### src/rtl/qpsk_pkg.sv
// ============================================================================
// qpsk_pkg : shared QPSK constants, carrier LUT and dibit encodings
// Rev 1.0  : initial release
// ============================================================================
`default_nettype none

package qpsk_pkg;

    localparam int SAMPLE_W = 10;
    localparam int REF_W    = 8;
    localparam int N_SAMP   = 16;
    localparam int PH_W     = $clog2(N_SAMP);
    localparam int PROD_W   = SAMPLE_W + REF_W;
    localparam int ACC_W    = PROD_W + PH_W;
    localparam int THRESH   = 4096;

    typedef logic [1:0] dibit_t;
    localparam dibit_t SYM00 = 2'b00;
    localparam dibit_t SYM01 = 2'b01;
    localparam dibit_t SYM11 = 2'b11;
    localparam dibit_t SYM10 = 2'b10;

    // round(127*cos(2*pi*n/16)); the sine is the same table a quarter period late.
    function automatic logic signed [REF_W-1:0] cos_lut(input logic [PH_W-1:0] ph);
        logic signed [REF_W-1:0] v;
        v = '0;
        case (ph)
            4'd0:    v = 8'sd127;
            4'd1:    v = 8'sd117;
            4'd2:    v = 8'sd90;
            4'd3:    v = 8'sd49;
            4'd4:    v = 8'sd0;
            4'd5:    v = -8'sd49;
            4'd6:    v = -8'sd90;
            4'd7:    v = -8'sd117;
            4'd8:    v = -8'sd127;
            4'd9:    v = -8'sd117;
            4'd10:   v = -8'sd90;
            4'd11:   v = -8'sd49;
            4'd12:   v = 8'sd0;
            4'd13:   v = 8'sd49;
            4'd14:   v = 8'sd90;
            default: v = 8'sd117;
        endcase
        return v;
    endfunction

    function automatic logic signed [REF_W-1:0] sin_lut(input logic [PH_W-1:0] ph);
        return cos_lut(PH_W'(ph - PH_W'(N_SAMP / 4)));
    endfunction

endpackage

`default_nettype wire

### src/rtl/qpsk_carrier_rom.sv
// ============================================================================
// qpsk_carrier_rom : combinational phase -> {cos, sin} reference lookup
// Rev 1.0          : initial release
// ============================================================================
`default_nettype none

module qpsk_carrier_rom
    import qpsk_pkg::*;
(
    input  logic        [PH_W-1:0]  phase_i,
    output logic signed [REF_W-1:0] cos_o,
    output logic signed [REF_W-1:0] sin_o
);

    assign cos_o = cos_lut(phase_i);
    assign sin_o = sin_lut(phase_i);

endmodule

`default_nettype wire

### src/rtl/qpsk_demodulate.sv
// ============================================================================
// qpsk_demodulate : QPSK correlating demodulator, one dibit per carrier period
// Rev 1.0         : initial release
// ============================================================================
`default_nettype none

module qpsk_demodulate
    import qpsk_pkg::*;
(
    input  logic                       clk,
    input  logic                       rst,
    input  logic signed [SAMPLE_W-1:0] sample_in,
    input  logic                       sample_valid,
    input  logic                       sym_start,
    output logic                       Ichannel,
    output logic                       Qchannel,
    output logic                       sym_valid,
    output logic                       low_conf,
    output logic                       resync
);

    localparam logic [0:0] ST_IDLE = 1'b0;
    localparam logic [0:0] ST_RUN  = 1'b1;

    localparam logic signed [ACC_W-1:0] THR_POS = ACC_W'(THRESH);
    localparam logic signed [ACC_W-1:0] THR_NEG = -THR_POS;

    logic [0:0]                 state_q, state_d;
    logic [PH_W-1:0]            phase_q, phase_d;
    logic                       resync_q, resync_d;

    logic                       s1_valid_q;
    logic signed [SAMPLE_W-1:0] s1_sample_q;
    logic [PH_W-1:0]            s1_phase_q;

    logic                       s2_valid_q, s2_first_q, s2_last_q;
    logic signed [PROD_W-1:0]   s2_pi_q, s2_pq_q;

    logic                       s3_last_q;
    logic signed [ACC_W-1:0]    acc_i_q, acc_q_q;

    logic                       ich_q, qch_q, sym_valid_q, low_conf_q;

    logic                       accept_w;
    logic [PH_W-1:0]            samp_ph_w;
    logic signed [REF_W-1:0]    cos_w, sin_w;
    logic signed [PROD_W-1:0]   pi_w, pq_w;
    logic                       low_conf_w;

    // A qualified sym_start always forces phase 0, whether it opens RUN or resyncs.
    assign accept_w  = sample_valid & ((state_q == ST_RUN) | sym_start);
    assign samp_ph_w = sym_start ? '0 : phase_q;

    always_comb begin
        state_d  = state_q;
        phase_d  = phase_q;
        resync_d = 1'b0;
        if (sample_valid && sym_start) begin
            state_d  = ST_RUN;
            resync_d = (state_q == ST_RUN) && (phase_q != '0);
        end
        if (accept_w) begin
            phase_d = samp_ph_w + 1'b1;
        end
    end

    qpsk_carrier_rom u_rom (
        .phase_i (s1_phase_q),
        .cos_o   (cos_w),
        .sin_o   (sin_w)
    );

    assign pi_w = PROD_W'(s1_sample_q) * PROD_W'(cos_w);
    assign pq_w = PROD_W'(s1_sample_q) * PROD_W'(sin_w);

    assign low_conf_w = ((acc_i_q > THR_NEG) && (acc_i_q < THR_POS)) ||
                        ((acc_q_q > THR_NEG) && (acc_q_q < THR_POS));

    always_ff @(posedge clk) begin
        if (rst) begin
            state_q     <= ST_IDLE;
            phase_q     <= '0;
            resync_q    <= 1'b0;
            s1_valid_q  <= 1'b0;
            s1_sample_q <= '0;
            s1_phase_q  <= '0;
            s2_valid_q  <= 1'b0;
            s2_first_q  <= 1'b0;
            s2_last_q   <= 1'b0;
            s2_pi_q     <= '0;
            s2_pq_q     <= '0;
            s3_last_q   <= 1'b0;
            acc_i_q     <= '0;
            acc_q_q     <= '0;
            ich_q       <= 1'b0;
            qch_q       <= 1'b0;
            sym_valid_q <= 1'b0;
            low_conf_q  <= 1'b0;
        end else begin
            state_q    <= state_d;
            phase_q    <= phase_d;
            resync_q   <= resync_d;

            s1_valid_q <= accept_w;
            if (accept_w) begin
                s1_sample_q <= sample_in;
                s1_phase_q  <= samp_ph_w;
            end

            s2_valid_q <= s1_valid_q;
            s2_first_q <= s1_valid_q && (s1_phase_q == '0);
            s2_last_q  <= s1_valid_q && (s1_phase_q == PH_W'(N_SAMP - 1));
            s2_pi_q    <= pi_w;
            s2_pq_q    <= pq_w;

            // Phase-0 product loads, which also discards any partial sum after a resync.
            s3_last_q <= s2_valid_q && s2_last_q;
            if (s2_valid_q) begin
                if (s2_first_q) begin
                    acc_i_q <= ACC_W'(s2_pi_q);
                    acc_q_q <= ACC_W'(s2_pq_q);
                end else begin
                    acc_i_q <= acc_i_q + ACC_W'(s2_pi_q);
                    acc_q_q <= acc_q_q + ACC_W'(s2_pq_q);
                end
            end

            sym_valid_q <= s3_last_q;
            if (s3_last_q) begin
                ich_q      <= ~acc_i_q[ACC_W-1];
                qch_q      <= ~acc_q_q[ACC_W-1];
                low_conf_q <= low_conf_w;
            end
        end
    end

    assign Ichannel  = ich_q;
    assign Qchannel  = qch_q;
    assign sym_valid = sym_valid_q;
    assign low_conf  = low_conf_q;
    assign resync    = resync_q;

endmodule

`default_nettype wire
### config.mk
export PLATFORM = sky130hd
export DESIGN_NAME = qpsk_demodulate
export DESIGN_NICKNAME = d
export VERILOG_FILES = /design/src/rtl/qpsk_pkg.sv /design/src/rtl/qpsk_carrier_rom.sv /design/src/rtl/qpsk_demodulate.sv
export SDC_FILE = /design/constraint.sdc
export NUM_CORES = 1
export LEC_CHECK = 0
export CORE_ASPECT_RATIO = 1.1
export CORE_MARGIN = 4
export CORE_UTILIZATION = 50
export CTS_CLUSTER_DIAMETER = 120
export CTS_CLUSTER_SIZE = 12
export DETAILED_ROUTE_END_ITERATION = 16
export MAX_ROUTING_LAYER = met4
export PLACE_DENSITY = 0.7
export SYNTH_ARGS = -nofsm -noshare
export SYNTH_HDL_FRONTEND = slang
export SYNTH_SLANG_ARGS = --single-unit
### constraint.sdc
create_clock -name clk -period 6.7 [get_ports clk]
set_input_delay 0.67 -clock clk [delete_from_list [all_inputs] [get_ports clk]]
set_output_delay 0.67 -clock clk [all_outputs]
set_load 0.05 [all_outputs]
==> metrics.md <==
| Metric | Value |
|---|---|
| Cell count along the critical path | 19 |
| Placed cells | 1772 |
| Crit path max-delay family | adder cells |
| Rel. slew slack | 30.2% |
| Num rows | 60 |
| Area of the multi-input gates | 9280 um2 |
| Final worst path period share | 94.2% |
| # setup viols final | 0 |
| Routing usage on met2 | 37.1% |
| Worst-margin pin slew | 1050 ps |
| Chip Width | 159 um |
| Die height | 175 um |
| Post-synth EDFFs | 0 |
| Dominant synthesized flop cell | dfxtp_1 |
| Worst setup margin | 387 ps |
| Clock power share | 37.6% |
| DP Worst Slack | 419 ps |
| Combinational power share | 29.3% |
| Flop2flop setup slack | 390 ps |
| Worst Skew | 16.8 ps |
| Sequential share of power | 33.1% |
| Vias in the first global route | 10300 |
| Number of buffers created by CTS | 17 |
| FF-to-FF path depth | 19 |
| Max Freq | 158 MHz |
| Syn Area/Cell | 8.45 um2 |
| I/O Pins | 19 |
| Vias per cell | 5.56 |
| Met3 Use GR | 2.59% |
| Commonest non-fill, non-tap cells in the layout | 208 x inv_1, 157 x nand2_1, 136 x fa_1 |
| Worst EP required | 7010 ps |
| Die ar. | 27800 um2 |
| GP Congestion | 0.887 |
| Root Driver | clkbuf_16 |
| Total GRT Usage | 21.6% |
| DRT Pass-1 Iters | 5 |
| Number of routed nets with antenna violations | 0 |
| Mapped Cells | 1493 |
| Yosys Warn Count | 0 |
| FF-to-FF End | s2_pq_q[16] |
| Reg area | 2340 um2 |
| FILL cells | 2258 |
| CP peak stage delay | 640 ps |
| Critical path type | reg2reg |
| RR Startpoint | s1_phase_q[2] |
| Crit path launch | s1_phase_q[2] |
| Mapped Nets | 1763 |
| Synth unique cells | 71 |
| Cts hold-fix bufs | 0 |
| Total wire length | 27800 um |
| Crit-path slowest cell | ha_1 |
| Antenna violations before repair | 0 |
| Clock latency on the worst-skew pair | 430 ps |
| Post-CTS Setup Bufs | 0 |
| Syn-to-layout area delta | 8.04% |
| Sequential area share after synthesis | 18.6% |
| Clock Sinks | 117 |
| CP startpoint kind | flip-flop |
| Largest net degree at the start of global routing | 87 |
| Sum Neg Setup Slack | 0 ps |
| Pwr dens | 183 nW/um2 |
| Syn Std Cell Area | 12600 um2 |
| Max-cap violations | 0 |
| Final std cells w/o fill | 1804 |
| Layout cells sized above 1 | 4.42% |
| CP cell instances | inv_1 > ha_1 > mux2i_1 > o21ai_1 > nand2_1 > fa_1 > inv_1 > fa_1 > fa_1 > inv_1 > fa_1 > inv_1 > ha_1 > or3_1 > o21ai_0 > a21oi_1 > a31o_2 > a31oi_1 > mux2_2 |
| Hold Fails Final Rpt | 0 |
| # resized after CTS | 0 |
| Arrival @ worst endpoint | 6630 ps |
| Crit path buffers/inverters | 4 |
| Final Max Slew Viols | 0 |
| Peak VDD IR | 0.111 mV |
| Final Util | 55.4% |
| Leakage power | 6.21 nW |
| Critical Path End | s2_pq_q[16] |
| Initial Util | 51.2% |
| Detail Placement HPWL | 20900 um |
| Fin crit period | 6310 ps |
| Global route overflow | 0 |
| Outcome | completed |
| Top Usage Layer GRT | met2 |
| I/O Buffers | 18 |
| Hold path start | s1_valid_q |
| Drt wl/cell | 15.4 um |
| Max FO, Critical Path | 16 |
| CTS clk-pin slew, worst paths | 60 ps |
| Core Region | 24600 um2 |
| Worst hold path class | reg2reg |
| Final #Nets | 1751 |
| Switch share | 33.0% |
| RSZ-0062 raised after global routing | true |
| Initial DRC Count | 477 |
| Internal power | 1.67 mW |
| Switch Pwr | 0.821 mW |
| Longest Clk Path Bufs | 2 |
| Via count | 10000 |
| CP endpoint kind | flip-flop |
| CTS tree | yes |
| Most common cell after layout, fill and taps aside | inv_1 |
| Met1 Track Usage GR | 27.2% |
| FF+latch count, synth | 117 |
| H-tree depth | 4 |
| Async S/R FF share, synth | 0% |
| Ant diodes | 0 |
| First-pass GRT wire length | 49000 um |
| DRC Markers | 0 |
-- cells by family after synthesis --
kind of cell	synth area share, %
AO/OA/AOI/OAI	15.0
XOR/XNOR	4.03
adder cells (fa/ha/maj)	33.5
buffers and inverters	7.93
flip-flops	18.6
multiplexers	1.38
AND/OR/NAND/NOR	19.6
-- worst min path at each step --
| stage | to | slack (ps) | cells past startpoint |
|---|---|---|---|
| final | s2_valid_q | 460 | 1 |
| after global routing | s2_valid_q | 490 | 1 |
| after CTS | s2_valid_q | 470 | 1 |
| after detailed placement | s2_valid_q | 470 | 1 |
| after global placement | s2_valid_q | 460 | 1 |
| after floorplan | s3_last_q | 440 | 1 |
-- power by group through the flow --
stage	Clock (mW)	Sequential (mW)	Combinational [mW]
finish	0.936	0.824	0.731
detailed placement	0	0.836	0.729
global placement	0	0.836	0.708
floorplan	0	0.800	0.598
CTS	0.956	0.821	0.736
global route	0.980	0.829	0.850
-- through the flow --
step	hold slack (ps)	power, mW	cell area (um2)
after floorplan	444	1.40	12600
after global placement	455	1.54	13000
after detailed placement	468	1.57	13000
after CTS	468	2.51	13600
after global routing	491	2.66	13600
final	465	2.49	13600
-- state kept, by name (all words and copies together), names as in the netlist, 4 cells and up --
register and cells:
s2_pi_q 18, u_rom.cos_o 8, acc_q_q 22, s1_phase_q 4, s1_sample_q 10, acc_i_q 22, s2_pq_q 18, phase_q 4
-- cell type report --
class	count	area share, %
Clock buffer	21	3.30
Sequential cell	117	17.2
Timing Repair Buffer	26	1.74
Tap cell	310	2.85
Inverter	209	5.76
Clock inverter	11	1.09
Multi-Input combinational cell	1110	68.1
-- routing by layer --
layer	share of wire [%]	vias to the layer above
li1	-	4930
met1	46	4890
met2	49	163
met3	2.4	45
met4	1.8	0
met5	0	-
-- cells in the mapped netlist, types with 9 or more instances --
| cell type | count | area, um2 |
|---|---|---|
| inv_1 | 208 | 781 |
| nand2_1 | 157 | 589 |
| fa_1 | 136 | 2720 |
| ha_1 | 120 | 1500 |
| dfxtp_1 | 117 | 2340 |
| nor2_1 | 117 | 439 |
| and2_1 | 94 | 588 |
| a21oi_1 | 66 | 330 |
| clkbuf_1 | 49 | 184 |
| xnor2_1 | 43 | 377 |
| o21ai_0 | 40 | 200 |
| nor2b_1 | 27 | 169 |
| a21o_1 | 26 | 195 |
| nand3_1 | 20 | 100 |
| nor3_1 | 20 | 100 |
| a211oi_1 | 16 | 120 |
| xor2_1 | 15 | 131 |
| mux2i_1 | 14 | 140 |
| a311oi_1 | 13 | 114 |
| and3_1 | 13 | 81.3 |
| o211ai_1 | 13 | 97.6 |
| a31oi_1 | 12 | 75.1 |
| nand2b_1 | 12 | 75.1 |
| nor4_1 | 11 | 68.8 |
| o21ai_1 | 9 | 45.0 |
-- worst reg2reg max path, cell delays in order, from the launching register on --
cell and delay (ps):
dfxtp_1 550, inv_1 190, ha_1 640, mux2i_1 140
o21ai_1 610, nand2_1 270, fa_1 540, inv_1 50
fa_1 460, fa_1 540, inv_1 50, fa_1 530
inv_1 40, ha_1 220, or3_1 370, o21ai_0 90
a21oi_1 90, a31o_2 280, a31oi_1 190, mux2_2 350
(Power assumes the default switching activity.)
